===== src/rtl/ipsmacge_txtoscan.sv =====
// ============================================================================
//  Module      : ipsmacge_txtoscan
//  Description : Multi-channel transmit-timeout scanner for the GE MAC TX
//                path. A round-robin pointer walks NCH channels, skipping
//                idle ones in a single cycle. For a channel whose request is
//                waiting it times how long the channel stays blocked and
//                raises a held valid/ack event once the wait reaches the
//                programmed threshold. Reported events are counted in a
//                saturating counter.
//  Ports       : clk      - clock
//                rst_     - asynchronous active-low reset
//                upact    - scan enable (low: pointer frozen, wait cleared)
//                paudis   - pause active (clears wait, suppresses timeout)
//                cfgthr   - timeout threshold, 0 disables detection
//                reqwait  - per-channel "request waiting" flags
//                toval    - timeout event valid (held until toack)
//                toid     - channel id of the pending event
//                toack    - event acknowledge
//                curid    - current scan pointer
//                tocnt    - saturating count of reported timeouts
//                stkclr   - (optional) per-channel sticky clear, write-1
//                tostk    - (optional) per-channel sticky timeout status
//  Options     : IPSMACGE_TXTO_STICKY_EN adds the stkclr/tostk sticky status.
//  Revision    : 1.0 - initial release
// ============================================================================
`default_nettype none

module ipsmacge_txtoscan #(
    parameter int NCH    = 256,
    parameter int IDBIT  = 8,
    parameter int CNTBIT = 8,
    parameter int EVBIT  = 16
) (
    input  logic              clk,
    input  logic              rst_,
    input  logic              upact,
    input  logic              paudis,
    input  logic [CNTBIT-1:0] cfgthr,
    input  logic [NCH-1:0]    reqwait,
    output logic              toval,
    output logic [IDBIT-1:0]  toid,
    input  logic              toack,
    output logic [IDBIT-1:0]  curid,
    output logic [EVBIT-1:0]  tocnt
`ifdef IPSMACGE_TXTO_STICKY_EN
    ,
    input  logic [NCH-1:0]    stkclr,
    output logic [NCH-1:0]    tostk
`endif
);

    typedef enum logic [1:0] {
        ST_SCAN   = 2'd0,
        ST_WAIT   = 2'd1,
        ST_REPORT = 2'd2
    } state_t;

    localparam logic [IDBIT-1:0] c_last_id = IDBIT'(NCH - 1);
    localparam logic [EVBIT-1:0] c_ev_max  = '1;

    state_t            r_state;
    logic [CNTBIT-1:0] r_cnt;
    logic [IDBIT-1:0]  r_curid;
    logic [IDBIT-1:0]  r_toid;
    logic              r_toval;
    logic [EVBIT-1:0]  r_tocnt;

    logic              w_req;
    logic [IDBIT-1:0]  w_next_id;
    logic              w_rep_entry;

    // Request flag of the channel under the pointer; ids beyond NCH read 0.
    always_comb begin
        w_req = 1'b0;
        for (int i = 0; i < NCH; i++) begin
            if (r_curid == IDBIT'(i)) begin
                w_req = reqwait[i];
            end
        end
    end

    assign w_next_id = (r_curid == c_last_id) ? '0 : r_curid + IDBIT'(1);

    // Same priority chain as the WAIT branch below, collapsed to one term so
    // the event counter and the sticky bits share the exact entry condition.
    assign w_rep_entry = (r_state == ST_WAIT) && upact && w_req && !paudis &&
                         (r_cnt == cfgthr);

    always_ff @(posedge clk or negedge rst_) begin
        if (!rst_) begin
            r_state <= ST_SCAN;
            r_cnt   <= '0;
            r_curid <= '0;
            r_toid  <= '0;
            r_toval <= 1'b0;
            r_tocnt <= '0;
        end else begin
            case (r_state)
                ST_SCAN: begin
                    if (!upact) begin
                        r_cnt <= '0;
                    end else if (w_req && (cfgthr != '0)) begin
                        r_state <= ST_WAIT;
                        r_cnt   <= '0;
                    end else begin
                        r_curid <= w_next_id;
                    end
                end
                ST_WAIT: begin
                    if (!upact) begin
                        r_state <= ST_SCAN;
                        r_cnt   <= '0;
                    end else if (!w_req) begin
                        r_state <= ST_SCAN;
                        r_curid <= w_next_id;
                    end else if (paudis) begin
                        r_cnt <= '0;
                    end else if (r_cnt == cfgthr) begin
                        r_state <= ST_REPORT;
                        r_toval <= 1'b1;
                        r_toid  <= r_curid;
                    end else begin
                        // Free-running wrap: a threshold lowered below the
                        // current count is met only after the count wraps.
                        r_cnt <= r_cnt + CNTBIT'(1);
                    end
                end
                ST_REPORT: begin
                    // All scan inputs are ignored here so the event survives
                    // until it is acknowledged.
                    if (toack) begin
                        r_state <= ST_SCAN;
                        r_toval <= 1'b0;
                        r_curid <= w_next_id;
                    end
                end
                default: begin
                    r_state <= ST_SCAN;
                    r_toval <= 1'b0;
                end
            endcase

            if (w_rep_entry && (r_tocnt != c_ev_max)) begin
                r_tocnt <= r_tocnt + EVBIT'(1);
            end
        end
    end

    assign toval = r_toval;
    assign toid  = r_toid;
    assign curid = r_curid;
    assign tocnt = r_tocnt;

`ifdef IPSMACGE_TXTO_STICKY_EN
    logic [NCH-1:0] r_stk;
    logic [NCH-1:0] w_stk_set;

    assign w_stk_set = w_rep_entry ? (NCH'(1) << r_curid) : '0;

    // Set is OR-ed after the clear so a same-cycle set wins.
    always_ff @(posedge clk or negedge rst_) begin
        if (!rst_) begin
            r_stk <= '0;
        end else begin
            r_stk <= (r_stk & ~stkclr) | w_stk_set;
        end
    end

    assign tostk = r_stk;
`endif

endmodule

`default_nettype wire


===== config.mk =====
export PLATFORM = sky130hd
export DESIGN_NAME = ipsmacge_txtoscan
export DESIGN_NICKNAME = d
export VERILOG_FILES = /design/src/rtl/ipsmacge_txtoscan.sv
export SDC_FILE = /design/constraint.sdc
export NUM_CORES = 1
export LEC_CHECK = 0
export CAP_MARGIN = 25
export CORE_ASPECT_RATIO = 0.7
export CORE_MARGIN = 5
export CORE_UTILIZATION = 29
export CTS_CLUSTER_SIZE = 24
export DETAILED_ROUTE_END_ITERATION = 7
export GPL_ROUTABILITY_DRIVEN = 1
export PLACE_DENSITY = 0.62
export SKIP_LAST_GASP = 1
export SLEW_MARGIN = 20
export SYNTH_ARGS = -nofsm -noshare
export SYNTH_HDL_FRONTEND = slang
export SYNTH_SLANG_ARGS = --single-unit
export TNS_END_PERCENT = 10

===== constraint.sdc =====
create_clock -name clk -period 4.86 [get_ports clk]
set_input_delay 0.972 -clock clk [delete_from_list [all_inputs] [get_ports clk]]
set_output_delay 0.972 -clock clk [all_outputs]
set_load 0.005 [all_outputs]

# Word level (Yosys, flattened, before mapping)

Index checks and enable logic that the tools add are counted.

Register bits after elaboration: 43
Latch bits: 0
RAM bits: 0
Memory bits (read-only): 0
Bits of input ports: 269
Output and inout port bits: 33
Word-level logic and storage cells: 585
Memories: 0

Add/sub/neg operators: 3
Multiply operators: 0
Divide/modulo/power cells: 0
$lt $le $gt $ge: 0
Equal/unequal tests: 273
Shift-type cells: 0
Multiplexer cells: 284
Bitwise gates (word level): 2
Reduce and logical (&&, ||, !) cells: 17

Operators by type and width:

| cell                    | count |
|---|---|
| $eq A8 B8 Y1 const B    | 128 |
| $eq A8 B7 Y1 const B    | 64 |
| $mux W1                 | 261 |
| $eq A8 B6 Y1 const B    | 32 |
| $eq A8 B5 Y1 const B    | 16 |
| $mux W8                 | 12 |
| $eq A8 B4 Y1 const B    | 8 |
| $eq A8 B3 Y1 const B    | 4 |
| $pmux W8 S3             | 1 |
| $add A16 B1 Y16 const B | 1 |
| $add A8 B1 Y8 const B   | 2 |
| $eq A8 B2 Y1 const B    | 2 |
| $ne A16 B16 Y1 const B  | 1 |
| $ne A2 B2 Y1 const B    | 8 |
| $pmux W8 S2             | 1 |
| $mux W2                 | 7 |
| $reduce_and A6 Y1       | 2 |
| $reduce_and A5 Y1       | 2 |
| $eq A8 B1 Y1 const B    | 1 |
| $eq A8 B8 Y1            | 1 |
| $logic_not A8 Y1        | 1 |
| $ne A4 B4 Y1 const B    | 2 |
| $reduce_bool A8 Y1      | 1 |
| $logic_and A1 B1 Y1     | 6 |
| 13 further kinds        | 15 |

# Logic depth before layout (Yosys ltp)

Gate-level depths: netlist of the first run.

Word-level depth: 261
Depth in mapped cells: 18
Mapped depth without buffers: 13

# Worst setup path before layout of the first run

Ideal clock, no wire load.

Path kind: reg-to-reg
From: reg r_curid[0], in the netlist curid[0]
To: reg r_cnt[4]
Setup time: 0.087 ns
Data arrival time: 3.325 ns
Data required time: 4.773 ns
Slack: 1.448 ns
Cell stages (with the launch flop): 15
Buffers on the path: 3
Clock period less this slack: 3.412 ns
Path through: dfrtp_1 > inv_1 > ha_1 > buf_4 > buf_6 > buf_2 > o311ai_0 > o2111ai_1 > a221oi_1 > and3_1 > o21ai_0 > o211ai_4 > nand3b_1 > or4_1 > o211ai_1

Cells in the longest elaborated chain, start to end: 260
Elaborated cells on any way between the ends: 516
Classes of those cells: 257 x eq/ne; 256 x mux; 3 x reduce/logical

Ends and longest elaborated chain:

| what                            | RTL line | text |
|---|---|---|
| from (decl)                     | 63       | `logic [IDBIT-1:0] r_curid;` |
| from (signal assigned)          | 106      | `r_curid <= w_next_id;` |
| from (signal assigned)          | 115      | `r_curid <= w_next_id;` |
| from (signal assigned)          | 134      | `r_curid <= w_next_id;` |
| $logic_not A8 Y1                | 76       | `if (r_curid == IDBIT'(i)) begin` |
| $mux W1 (255 in series)         | 76       |  |
| $mux W1 (*)                     | 76       |  |
| $logic_and A1 B1 Y1             | 102      | `end else if (w_req && (cfgthr != '0)) begin` |
| $ne A3 B3 Y1 (no line)          | --       |  |
| $reduce_and A4 Y1 (no line) (*) | --       |  |
| to (signal assigned)            | 125      | `r_cnt <= r_cnt + CNTBIT'(1);` |
| to (decl)                       | 62       | `logic [CNTBIT-1:0] r_cnt;` |

Mark *: on every way between the ends. The rest lies on a longest branch, timed or not.
A chain may end at the register's enable or synchronous reset.

# Final worst setup path of the first run

From: reg r_curid[1], in the netlist curid[1]
To: reg r_curid[7], in the netlist curid[7]

Cells in the longest elaborated chain, start to end: 260
Elaborated cells on any way between the ends: 524
Classes of those cells: 1 x add/sub; 257 x eq/ne; 263 x mux; 3 x reduce/logical

Ends and longest elaborated chain:

| what                        | RTL line |
|---|---|
| $logic_not A8 Y1            | 76 |
| $mux W1 (256 in series)     | 76 |
| $logic_and A1 B1 Y1         | 102 |
| $ne A2 B2 Y1 (no line)      | -- |
| $reduce_and A6 Y1 (no line) | -- |

Parallel ways exist; a longest one is shown, timed or not. The select of a mux whose other input is x is not followed.

==> flow_summary.rst, run 1 <==
.. list-table::
   :header-rows: 1

   * - Metric
     - Value
   * - Run status
     - finished, final reports clean
   * - Layout overhead on the synthesized area
     - 55.2%
   * - Utilization after layout
     - roughly 46%
   * - Starting DRC count in detailed routing
     - 1084
   * - Tightest slew margin relative to the limit
     - roughly a third
   * - Width of the die
     - approximately 190 microns
   * - Nature of the critical path endpoint
     - flop
   * - Largest stage delay, worst path
     - between 0.5 and 0.6 ns
   * - Final worst setup slack
     - ~0.18 ns
   * - Antenna-violating nets left
     - 0
   * - Non-Filler Instances
     - about 1.5k
   * - Share of synthesized registers carrying an async set or reset
     - 100%
   * - DP Area
     - roughly 10000 sq um
   * - Clock Skew
     - 0.00454 ns
   * - Global-route wire length before repair
     - 60.0 mm
   * - Prevailing post-synth register cell
     - dfrtp_1
   * - Actual slew at the worst max-slew pin
     - between 1 and 1.5 ns
   * - Number of placement rows
     - between 40 and 50
   * - Post-layout power
     - around 5.5 mW
   * - Largest net degree at the start of global routing
     - roughly 50
   * - Vias per Instance
     - around 6.4
   * - Post-CTS Hold Buffers
     - 0
   * - Final setup fails
     - 0
   * - Required arrival time at the worst endpoint
     - between 5 and 6 ns
   * - Mapped Avg Cell Area
     - 7.28 sq um
   * - Area inside the core boundary
     - ~23000 sq um
   * - Yosys cell types
     - 94
   * - Layout cells sized above 1
     - between 10% and 20%
   * - Yosys top cell area share
     - between 10% and 20%
   * - Worst hold slack
     - around 0.49 ns
   * - Maximum level of the CTS H-tree
     - 2
   * - Buffers inserted during post-CTS setup optimization
     - 0
   * - Worst setup path class
     - flop to flop
   * - Hold violation total from the final report
     - 0
   * - Netlist area before placement
     - 6660 sq um
   * - Die height
     - about 140 microns
   * - Tightest Hold Check Type
     - flop to flop
   * - Slowest stage cell on the critical path
     - nor4_2
   * - Number of storage elements in the synthesis netlist
     - 43
   * - CP Data Arrival Time
     - roughly 5 ns
   * - Launch instance of the worst register-to-register path
     - curid[1]
   * - Number of nets in the synthesized netlist
     - approximately 1.2k
   * - Seq. cell area
     - between 1000 and 1500 sq um
   * - Total of max-cap violations
     - 0
   * - Setup total negative slack
     - 0 ns
   * - Clock root buffer master
     - clkbuf_16
   * - Ordered list of cells on the worst path
     - inv_1, ha_2, buf_12, buf_4, nor4bb_1, nor3_1, o211ai_1, nand4_1, a2111oi_1, o211ai_1, nor4_2, o211ai_4, a31oi_4, nor2_2, o41ai_2
   * - Antenna violations before repair
     - 0
   * - RSZ-0062 raised after global routing
     - false
   * - Buffers added on ports
     - between 300 and 400
   * - Area of the die
     - approximately 26000 sq um
   * - Worst VDD drop
     - between 200 and 300 uV
   * - Final HPWL from detailed placement
     - between 30 and 40 mm
   * - Power density of the placed cells
     - between 500 and 600 nW/um^2
   * - Pre-CTS WS
     - ~0.19 ns
   * - Cell count after synthesis
     - 915
   * - Boundary pin count
     - ~300
   * - Cell with the most instances on the worst path
     - o211ai_1
   * - Sum of overflow across all layers after global routing
     - 0
   * - Post-Place Cells
     - approximately 1.5k
   * - Synth top area cells
     - dfrtp_1, a21oi_1, buf_2, nand2_1, o21ai_0
   * - Worst-Skew Late Latency
     - between 0.2 and 0.3 ns
   * - Ys Warns
     - 0
   * - Max Clk Rate
     - roughly 210 MHz
   * - Combined global-route utilization of all metal layers
     - 30.2%
   * - Vias in the first global route
     - roughly 9.2k
   * - Effective utilization at floorplan
     - 29.4%
   * - EDFF count, synth
     - 0
   * - Startpoint of the tightest hold check path
     - tocnt[8]
   * - Most frequent cell after synthesis
     - nand2_1
   * - FILL cells
     - ~2.3k
   * - Pins Over Slew Limit
     - 0
   * - Critical path startpoint
     - curid[1]
   * - Routed WL per cell
     - between 20 and 30 microns
   * - Nature of the critical path startpoint
     - flop
   * - Detailed Route WL
     - about 42 mm
   * - Top cell type by total area after synthesis
     - dfrtp_1
   * - Number of sinks handled by clock tree synthesis
     - between 40 and 50
   * - CTS tree
     - done
   * - Period utilization
     - about 96%
   * - Post-route cell area
     - 10300 sq um
   * - Nets
     - 1475
   * - Clk slew on worst S/H paths
     - 0.06 ns
   * - Buffer levels on the longest clock path
     - 2
   * - Sequential element share of the synthesized area
     - between 10% and 20%
   * - List of most frequent post-synthesis cells
     - nand2_1, a21oi_1, buf_2
   * - Vias after detailed routing
     - between 9k and 10k
   * - P_leak
     - between 3 and 4 nW
   * - Clock buffers created by TritonCTS
     - 5
   * - Area of the multi-input gates
     - around 5100 sq um
   * - Number of iterations in the first detailed-routing pass
     - 5
   * - Clock period minus final worst setup slack
     - between 4 and 5 ns
   * - Maximum fanout count along the critical path
     - 44
   * - Placer congestion estimate
     - ~1.0
   * - Post-route DRC
     - 0
[state kept, by name, summed over array words and instances, names as in the netlist]
| register | count |
|---|---|
| tocnt | 16 |
| r_cnt | 8 |
| curid | 8 |
| r_state | 2 |
| toid | 8 |
| toval | 1 |
[path summary, 6_finish.rpt]
path	end	slack (ns)	cells past startpoint
setup / recovery	curid[7]	0.18	15
hold / removal	tocnt[8]	0.49	1
setup reg to reg	curid[7]	0.18	15
hold reg to reg	tocnt[8]	0.49	1
max in group asynchronous	curid[2]	3.76	1
min in group asynchronous	r_cnt[6]	0.68	1
[what timing repair did]
item,CTS,global route
setup endpoints to repair,0,1
endpoints found under the hold margin,0,0
resized for setup,0,1
[critical path, delay by kind of cell (launching register included)]
kind	cells	cell delay (ns)
and+or+nand+nor	5	1.24
DFF	1	0.46
adders and majority gates	1	0.37
buffers and inverters	3	0.64
AOI/OAI and AO/OA	6	1.84
[cell families (layout without fill, tap and decap cells)]
family                   count (synthesis)  after routing  synth area share [%]
AO/OA/AOI/OAI                          370            370                  39.6
XOR/XNOR                                25             25                  3.29
adder cells (fa/ha/maj)                  6              6                  1.13
buffers and inverters                  106            392                  7.61
flip-flops                              43             43                  16.2
multiplexers                            19             19                  3.08
other                                    0              2                     0
AND/OR/NAND/NOR                        346            346                  29.1
[cell type report]
type | count | area share, %
Sequential cell | 43 | 10.4
Inverter | 18 | 0.654
Multi-Input combinational cell | 766 | 49.2
Timing Repair Buffer | 366 | 34.4
Clock inverter | 2 | 0.157
Antenna cell | 2 | 0.0484
Tap cell | 312 | 3.78
Clock buffer | 6 | 1.34
[layer usage]
layer	vias up	share of wire, %	GRT usage (%)
li1	4155	-	-
met5	-	0	0
met4	0	3.6	8.81
met2	808	40	43.5
met1	4574	42	41.3
met3	107	15	12.5
[report_power, final]
part / internal [mW] / leakage (nW) / total [mW] / switching (mW)
registers: 0.396 / 0.575 / 0.515 / 0.119
logic: 1.71 / 3.15 / 4.62 / 2.91
clock network: 0.206 / 0.0731 / 0.355 / 0.149
total: 2.31 / 3.80 / 5.49 / 3.18
[placed cells by master, fill, tap and decap left out, types with 6 or more instances in the layout]
cell type          n
nand2_1           74
a31oi_1           15
a32oi_1            7
a22o_1             9
inv_1             15
xnor2_1            7
a211oi_1           9
a221oi_1          17
nor2_1            46
o221ai_1          17
o2bb2ai_1          6
xor2_1            18
o22ai_1           28
nand4_1           10
nand3b_1           8
nor2b_1           32
nor3_1            28
nor4_2             6
dfrtp_1           42
nand3_1           44
o211ai_1          19
clkdlybuf4s50_1  300
o21ai_0           55
o32ai_1            8
a22oi_1           12
o21a_1             9
nand2b_1          20
a21oi_1           71
mux2i_1            7
or3_1              6
buf_4             62
mux2_2            12
nor4_1            10
nor3b_1            7
and3_1            10
o31ai_1            9
or2_2              6
Power figures use the tool's default switching activity.
==> inputs of run 2 (changes only) <==
MAX_ROUTING_LAYER = met4   (was unset)
==> flow_summary.rst, run 2 (synthesized netlist as in run 1, its figures left out) <==
.. list-table::
   :header-rows: 1

   * - Metric
     - Value
   * - Run status
     - finished, final reports clean
   * - Number of placement rows
     - 46 (unchanged)
   * - Die height
     - 137 microns (unchanged)
   * - Sum of overflow across all layers after global routing
     - 0 (unchanged)
   * - Nets
     - 1475 (unchanged)
   * - Critical register-to-register path endpoint
     - toid[6]
   * - Worst VDD drop
     - 236 uV (-8.1%)
   * - Global-route wire length before repair
     - 59.8 mm (-0.29%)
   * - Buffers added on ports
     - 301 (unchanged)
   * - Most common cell after layout, fill and taps aside
     - clkdlybuf4s50_1
   * - Combined global-route utilization of all metal layers
     - 31.0% (+0.76 points)
   * - Required arrival time at the worst endpoint
     - 5.04 ns (about the same)
   * - Placer congestion estimate
     - 1.03 (+1.6%)
   * - Maximum fanout count along the critical path
     - 44 (unchanged)
   * - Width of the die
     - 191 microns (unchanged)
   * - Vias after detailed routing
     - 9563 (-0.84%)
   * - Number of iterations in the first detailed-routing pass
     - 5 (unchanged)
   * - Final setup fails
     - 0 (unchanged)
   * - Most utilized layer in the global route result
     - met2
   * - Power density of the placed cells
     - 536 nW/um^2 (+0.75%)
   * - Antenna-violating nets left
     - 0 (unchanged)
   * - Setup total negative slack
     - 0 ns (unchanged)
   * - Effective utilization at floorplan
     - 29.4% (unchanged)
   * - Maximum level of the CTS H-tree
     - 2 (unchanged)
   * - Tightest slew margin relative to the limit
     - 31.8% (-1.2 points)
   * - RSZ-0062 raised after global routing
     - false
   * - Met3 track demand over resource in global routing
     - 7.75% (-4.7 points)
   * - Actual slew at the worst max-slew pin
     - 1.02 ns (+0.0167 ns)
   * - Cell with the most instances on the worst path
     - o211ai_1
   * - Detailed Route WL
     - 41.8 mm (-0.69%)
   * - Hold violation total from the final report
     - 0 (unchanged)
   * - Area of the die
     - 26100 sq um (unchanged)
   * - P_leak
     - 3.83 nW (+0.89%)
   * - Layout overhead on the synthesized area
     - 56.3%
   * - Area inside the core boundary
     - 22600 sq um (unchanged)
   * - Total of max-cap violations
     - 0 (unchanged)
   * - Register-to-register setup slack
     - 0.23 ns (+0.05 ns)
   * - Final HPWL from detailed placement
     - 32.9 mm (about the same)
   * - Most frequent cells in the layout
     - clkdlybuf4s50_1, nand2_1, a21oi_1
   * - Number of sinks handled by clock tree synthesis
     - 43 (unchanged)
   * - Period utilization
     - 95.3% (-0.93 points)
   * - Capture point of the worst path
     - toid[6]
   * - Buffer levels on the longest clock path
     - 2 (unchanged)
   * - Nature of the critical path startpoint
     - flop
   * - Clock period minus final worst setup slack
     - 4.63 ns (-0.0454 ns)
   * - Slowest stage cell on the critical path
     - a2111oi_1
   * - Tightest Hold Check Type
     - flop to flop
   * - Worst setup path class
     - flop to flop
   * - Flip-flop count of the largest register after layout
     - 16 (unchanged)
   * - Buffers inserted during post-CTS setup optimization
     - 0 (unchanged)
   * - Launch instance of the worst register-to-register path
     - curid[0]
   * - CTS tree
     - done
   * - Largest stage delay, worst path
     - 0.58 ns (about the same)
   * - Ordered list of cells on the worst path
     - inv_1, ha_2, buf_12, nor2_1, nand3_1, o211ai_1, nand4_1, a2111oi_1, o211ai_1, nor4_2, o211ai_4, nand4_4, buf_4, mux2_2
   * - Vias in the first global route
     - 9125 (-1.1%)
   * - Vias per Instance
     - 6.31 (-0.91%)
   * - Starting DRC count in detailed routing
     - 1227 (+13%)
   * - DP Area
     - 10200 sq um (+0.49%)
   * - R2R cell count
     - 14 (-1)
   * - Post-route cell area
     - 10400 sq um (+0.73%)
   * - Met1 track utilization from global routing
     - 43.5% (+2.2 points)
   * - Layout cells sized above 1
     - 10.3% (unchanged)
   * - Largest net degree at the start of global routing
     - 45 (-12%)
   * - Global routing usage on met2
     - 45.2% (+1.8 points)
   * - Post-route DRC
     - 0 (unchanged)
   * - Clock Skew
     - 0.00298 ns (-0.00156 ns)
   * - Boundary pin count
     - 302 (unchanged)
   * - Pins Over Slew Limit
     - 0 (unchanged)
   * - Antenna violations before repair
     - 2 (+2)
   * - CP Data Arrival Time
     - 4.81 ns (-0.05 ns)
   * - Clock buffers created by TritonCTS
     - 5 (unchanged)
   * - Max Clk Rate
     - 216 MHz (+0.98%)
   * - Critical path startpoint
     - curid[0]
   * - Routed WL per cell
     - 27.6 microns (-0.75%)
   * - Clock root buffer master
     - clkbuf_16
   * - Nature of the critical path endpoint
     - flop
   * - Worst-Skew Late Latency
     - 0.29 ns (about the same)
   * - Clk slew on worst S/H paths
     - 0.06 ns (about the same)
[run 2: cell count changes in the layout (fill, tap and decap cells not counted)]
| cell | before | now |
|---|---|---|
| clkinvlp_4 | 1 | 0 |
| inv_6 | 0 | 1 |
| diode_2 | 2 | 3 |
| buf_4 | 62 | 58 |
| bufinv_16 | 0 | 1 |
| buf_12 | 4 | 8 |
| clkinv_4 | 1 | 0 |
[run 2: how the worst min path moves through the flow]
stage | start | slack (ns) | to | depth (start not counted)
final | tocnt[10] | 0.49 | tocnt[10] | 1
after global routing | tocnt[8] | 0.52 | tocnt[8] | 1
after CTS | toval | 0.50 | toval | 1
after detailed placement | tocnt[10] | 0.49 | tocnt[10] | 1
after global placement | tocnt[8] | 0.48 | tocnt[8] | 1
after floorplan | tocnt[8] | 0.48 | tocnt[8] | 1
[run 2: layout make-up]
class	count	area (sq um)
Fill cell	2262	12200
Multi-Input combinational cell	766	5090
Timing Repair Buffer	366	3600
Sequential cell	43	1080
Tap cell	312	390
Clock buffer	6	139
Inverter	18	67.6
Clock inverter	2	38.8
Antenna cell	3	7.51
[run 2: stage by stage]
step                      instances  utilization, %  worst slack [ns]  power, mW  hold slack [ns]
after detailed placement       1505            45.2             0.160       4.96            0.488
after CTS                      1513            46.0             0.270       5.39            0.498
final                          1516            46.0             0.230       5.57            0.492
after global placement         1505            45.2             0.164       4.99            0.482
after floorplan                 915               -              1.45       3.12            0.477
after global routing           1515            46.0            0.0936       5.79            0.523
[run 2: worst max-delay path, delay by kind of cell, from the launching register on]
kind	cells	cell delay [ns]
AOI/OAI and AO/OA	4	1.19
DFF	1	0.47
and+or+nand+nor	5	1.62
muxes	1	0.33
buffers and inverters	3	0.54
adders and majority gates	1	0.35
[run 2: timing repair]
action | CTS | global route
hold buffers | 0 | 0
gates resized for setup | 0 | 1
endpoints found under the setup margin | 0 | 12
[run 2: metal layers]
layer / routed length [microns] / part of all wire (%) / vias to the layer above
met4: 945 / 2.3 / 0
met3: 5300 / 13 / 91
met5: 0 / 0 / -
met2: 17400 / 42 / 758
met1: 18100 / 43 / 4550
li1: - / - / 4164
[run 2: report_power, final]
group	internal (mW)	leakage, nW	switching [mW]
Combinational	1.75	3.17	2.88
Clock	0.258	0.0875	0.146
Sequential	0.396	0.575	0.139
==> inputs of run 3 (changes only) <==
CORE_ASPECT_RATIO = 1.1   (was 0.7)
CTS_CLUSTER_SIZE = 30   (was 24)
==> flow_summary.rst, run 3 (synthesized netlist as in run 1, its figures left out) <==
.. list-table::
   :header-rows: 1

   * - Metric
     - Value
   * - Final worst setup slack
     - 0.376 ns (+0.147 ns)
   * - Buffer levels on the longest clock path
     - 2 (unchanged)
   * - Nature of the critical path startpoint
     - flop
   * - CTS tree
     - done
   * - Layout overhead on the synthesized area
     - 55.2%
   * - Tightest slew margin relative to the limit
     - 33.5% (+1.8 points)
   * - Register-to-register setup slack
     - 0.38 ns (+0.15 ns)
   * - Clock root buffer master
     - clkbuf_16
   * - Buffers inserted during post-CTS setup optimization
     - 0 (unchanged)
   * - Power density of the placed cells
     - 528 nW/um^2 (-1.4%)
   * - Worst setup path class
     - flop to flop
   * - Pins Over Slew Limit
     - 0 (unchanged)
   * - Tightest Hold Check Type
     - flop to flop
   * - CP Data Arrival Time
     - 4.65 ns (-0.16 ns)
   * - Most common cell after layout, fill and taps aside
     - clkdlybuf4s50_1
   * - Number of sinks handled by clock tree synthesis
     - 43 (unchanged)
   * - Worst-Skew Late Latency
     - 0.29 ns (about the same)
   * - Worst Hold Depth
     - 1 (unchanged)
   * - Total of max-cap violations
     - 0 (unchanged)
   * - Boundary pin count
     - 302 (unchanged)
   * - Clock buffers created by TritonCTS
     - 5 (unchanged)
   * - Die height
     - 169 microns (+23%)
   * - Met1 track utilization from global routing
     - 35.5% (-8.0 points)
   * - Clock Skew
     - 0.00717 ns (+0.00419 ns)
   * - Non-Filler Instances
     - 1509 (-0.46%)
   * - Most frequent cells in the layout
     - clkdlybuf4s50_1, nand2_1, buf_4
   * - RSZ-0062 raised after global routing
     - false
   * - Vias after detailed routing
     - 9421 (-1.5%)
   * - Layout cells sized above 1
     - 10.8% (+0.45 points)
   * - Vias in the first global route
     - 9498 (+4.1%)
   * - Effective utilization at floorplan
     - 29.3% (-0.12 points)
   * - Clk slew on worst S/H paths
     - 0.06 ns (about the same)
   * - Cell type group with the largest total delay on the critical path
     - simple AND/OR/NAND/NOR gates
   * - Global routing usage on met2
     - 48.6% (+3.3 points)
   * - Actual slew at the worst max-slew pin
     - 0.992 ns (-0.0273 ns)
   * - Maximum fanout count along the critical path
     - 18 (-59%)
   * - Placer congestion estimate
     - 1.01 (-2.3%)
   * - Setup total negative slack
     - 0 ns (unchanged)
   * - Critical path buffer and inverter count
     - 3 (unchanged)
   * - Critical register-to-register path endpoint
     - r_cnt[7]
   * - Sum of overflow across all layers after global routing
     - 0 (unchanged)
   * - Slowest stage cell on the critical path
     - nor2_1
   * - Required arrival time at the worst endpoint
     - 5.03 ns (about the same)
   * - Met3 track demand over resource in global routing
     - 7.11% (-0.64 points)
   * - Ordered list of cells on the worst path
     - inv_1, ha_2, buf_4, nor2_1, nand3_1, nand3_1, o31ai_1, a2111oi_1, nand4_1, nor4_2, o211ai_4, nand3b_1, buf_4, mux2i_1, nand3_1
   * - Nature of the critical path endpoint
     - flop
   * - R2R cell count
     - 15 (+1)
   * - Run status
     - finished, final reports clean
   * - Combined global-route utilization of all metal layers
     - 30.3% (-0.67 points)
   * - Area inside the core boundary
     - 22700 sq um (+0.42%)
   * - Period utilization
     - 92.3% (-3.0 points)
   * - Post-Place Cells
     - 1500 (-0.33%)
   * - Largest net degree at the start of global routing
     - 54 (+20%)
   * - P_leak
     - 3.82 nW (-0.21%)
   * - Worst hold path endpoint
     - tocnt[8]
   * - Final HPWL from detailed placement
     - 32.3 mm (-1.9%)
   * - Largest stage delay, worst path
     - 0.73 ns (+0.15 ns)
   * - Post-route DRC
     - 0 (unchanged)
   * - Clock period minus final worst setup slack
     - 4.48 ns (-0.147 ns)
   * - Flip-flop count of the largest register after layout
     - 16 (unchanged)
   * - Post-layout power
     - 5.46 mW (-2.1%)
   * - Cell with the most instances on the worst path
     - nand3_1
   * - Width of the die
     - 154 microns (-19%)
   * - Nets
     - 1482 (+0.47%)
   * - Max Clk Rate
     - 223 MHz (+3.3%)
   * - Worst VDD drop
     - 238 uV (+1.0%)
   * - Area of the die
     - 26100 sq um (-0.17%)
   * - Buffers added on ports
     - 301 (unchanged)
   * - Cts repair resizes
     - 0 (unchanged)
   * - Final setup fails
     - 0 (unchanged)
   * - Hold violation total from the final report
     - 0 (unchanged)
   * - Maximum level of the CTS H-tree
     - 2 (unchanged)
   * - Routed WL per cell
     - 27.4 microns (-0.54%)
   * - Launch instance of the worst register-to-register path
     - curid[0]
   * - Most utilized layer in the global route result
     - met2
   * - Vias per Instance
     - 6.24 (-1.0%)
   * - Starting DRC count in detailed routing
     - 1124 (-8.4%)
   * - Antenna violations before repair
     - 1 (-1)
   * - Detailed Route WL
     - 41.4 mm (-1.0%)
   * - Antenna-violating nets left
     - 0 (unchanged)
   * - Global-route wire length before repair
     - 59.5 mm (-0.46%)
   * - Startpoint of the tightest hold check path
     - tocnt[8]
   * - Pre-CTS WS
     - 0.440 ns (+0.280 ns)
   * - Number of placement rows
     - 58 (+26%)
   * - Post-CTS Hold Buffers
     - 0 (unchanged)
   * - Number of iterations in the first detailed-routing pass
     - 8 (+3)
==> run 3: layer usage <==
metal	routed length, microns	part of all wire (%)	up-vias
met4	2490	6.0	0
li1	-	-	4162
met1	15700	38	4415
met3	4270	10	151
met5	0	0	-
met2	18900	46	693
==> run 3: report_power, final <==
group,internal [mW],switching [mW]
logic,1.71,2.86
clock network,0.240,0.136
registers,0.396,0.116
total,2.35,3.11
==> run 3: metrics by stage <==
stage	instance area, sq um	utilization [%]	hold slack [ns]
floorplan	6660	-	0.477
global placement	10200	44.8	0.484
detailed placement	10200	44.8	0.476
CTS	10300	45.5	0.495
global route	10300	45.5	0.526
finish	10300	45.5	0.491
==> run 3: area by class of cell <==
class / count / area [sq um]
Fill cell: 2325 / 12400
Multi-Input combinational cell: 766 / 5090
Timing Repair Buffer: 373 / 3560
Sequential cell: 43 / 1080
Tap cell: 300 / 375
Clock buffer: 6 / 129
Inverter: 18 / 67.6
Clock inverter: 1 / 30.0
Antenna cell: 2 / 5.00
==> run 3: how the worst max path moves through the flow <==
stage	start	to	slack (ns)	cells past startpoint
after detailed placement	curid[0]	r_cnt[7]	0.44	15
after global placement	curid[0]	r_cnt[7]	0.42	15
after floorplan	curid[0]	r_cnt[4]	1.45	14
after CTS	curid[0]	r_cnt[7]	0.44	15
final	curid[0]	r_cnt[7]	0.38	15
after global routing	curid[0]	r_cnt[5]	0.04	15
==> run 3: worst reg2reg max path: cells and delay by family, from the launching register on <==
kind | cells | cell delay (ns)
AND/OR/NAND/NOR | 7 | 1.98
AO/OA/AOI/OAI | 3 | 0.81
buffers and inverters | 3 | 0.58
flip-flops | 1 | 0.50
adder cells (fa/ha/maj) | 1 | 0.29
multiplexers | 1 | 0.21
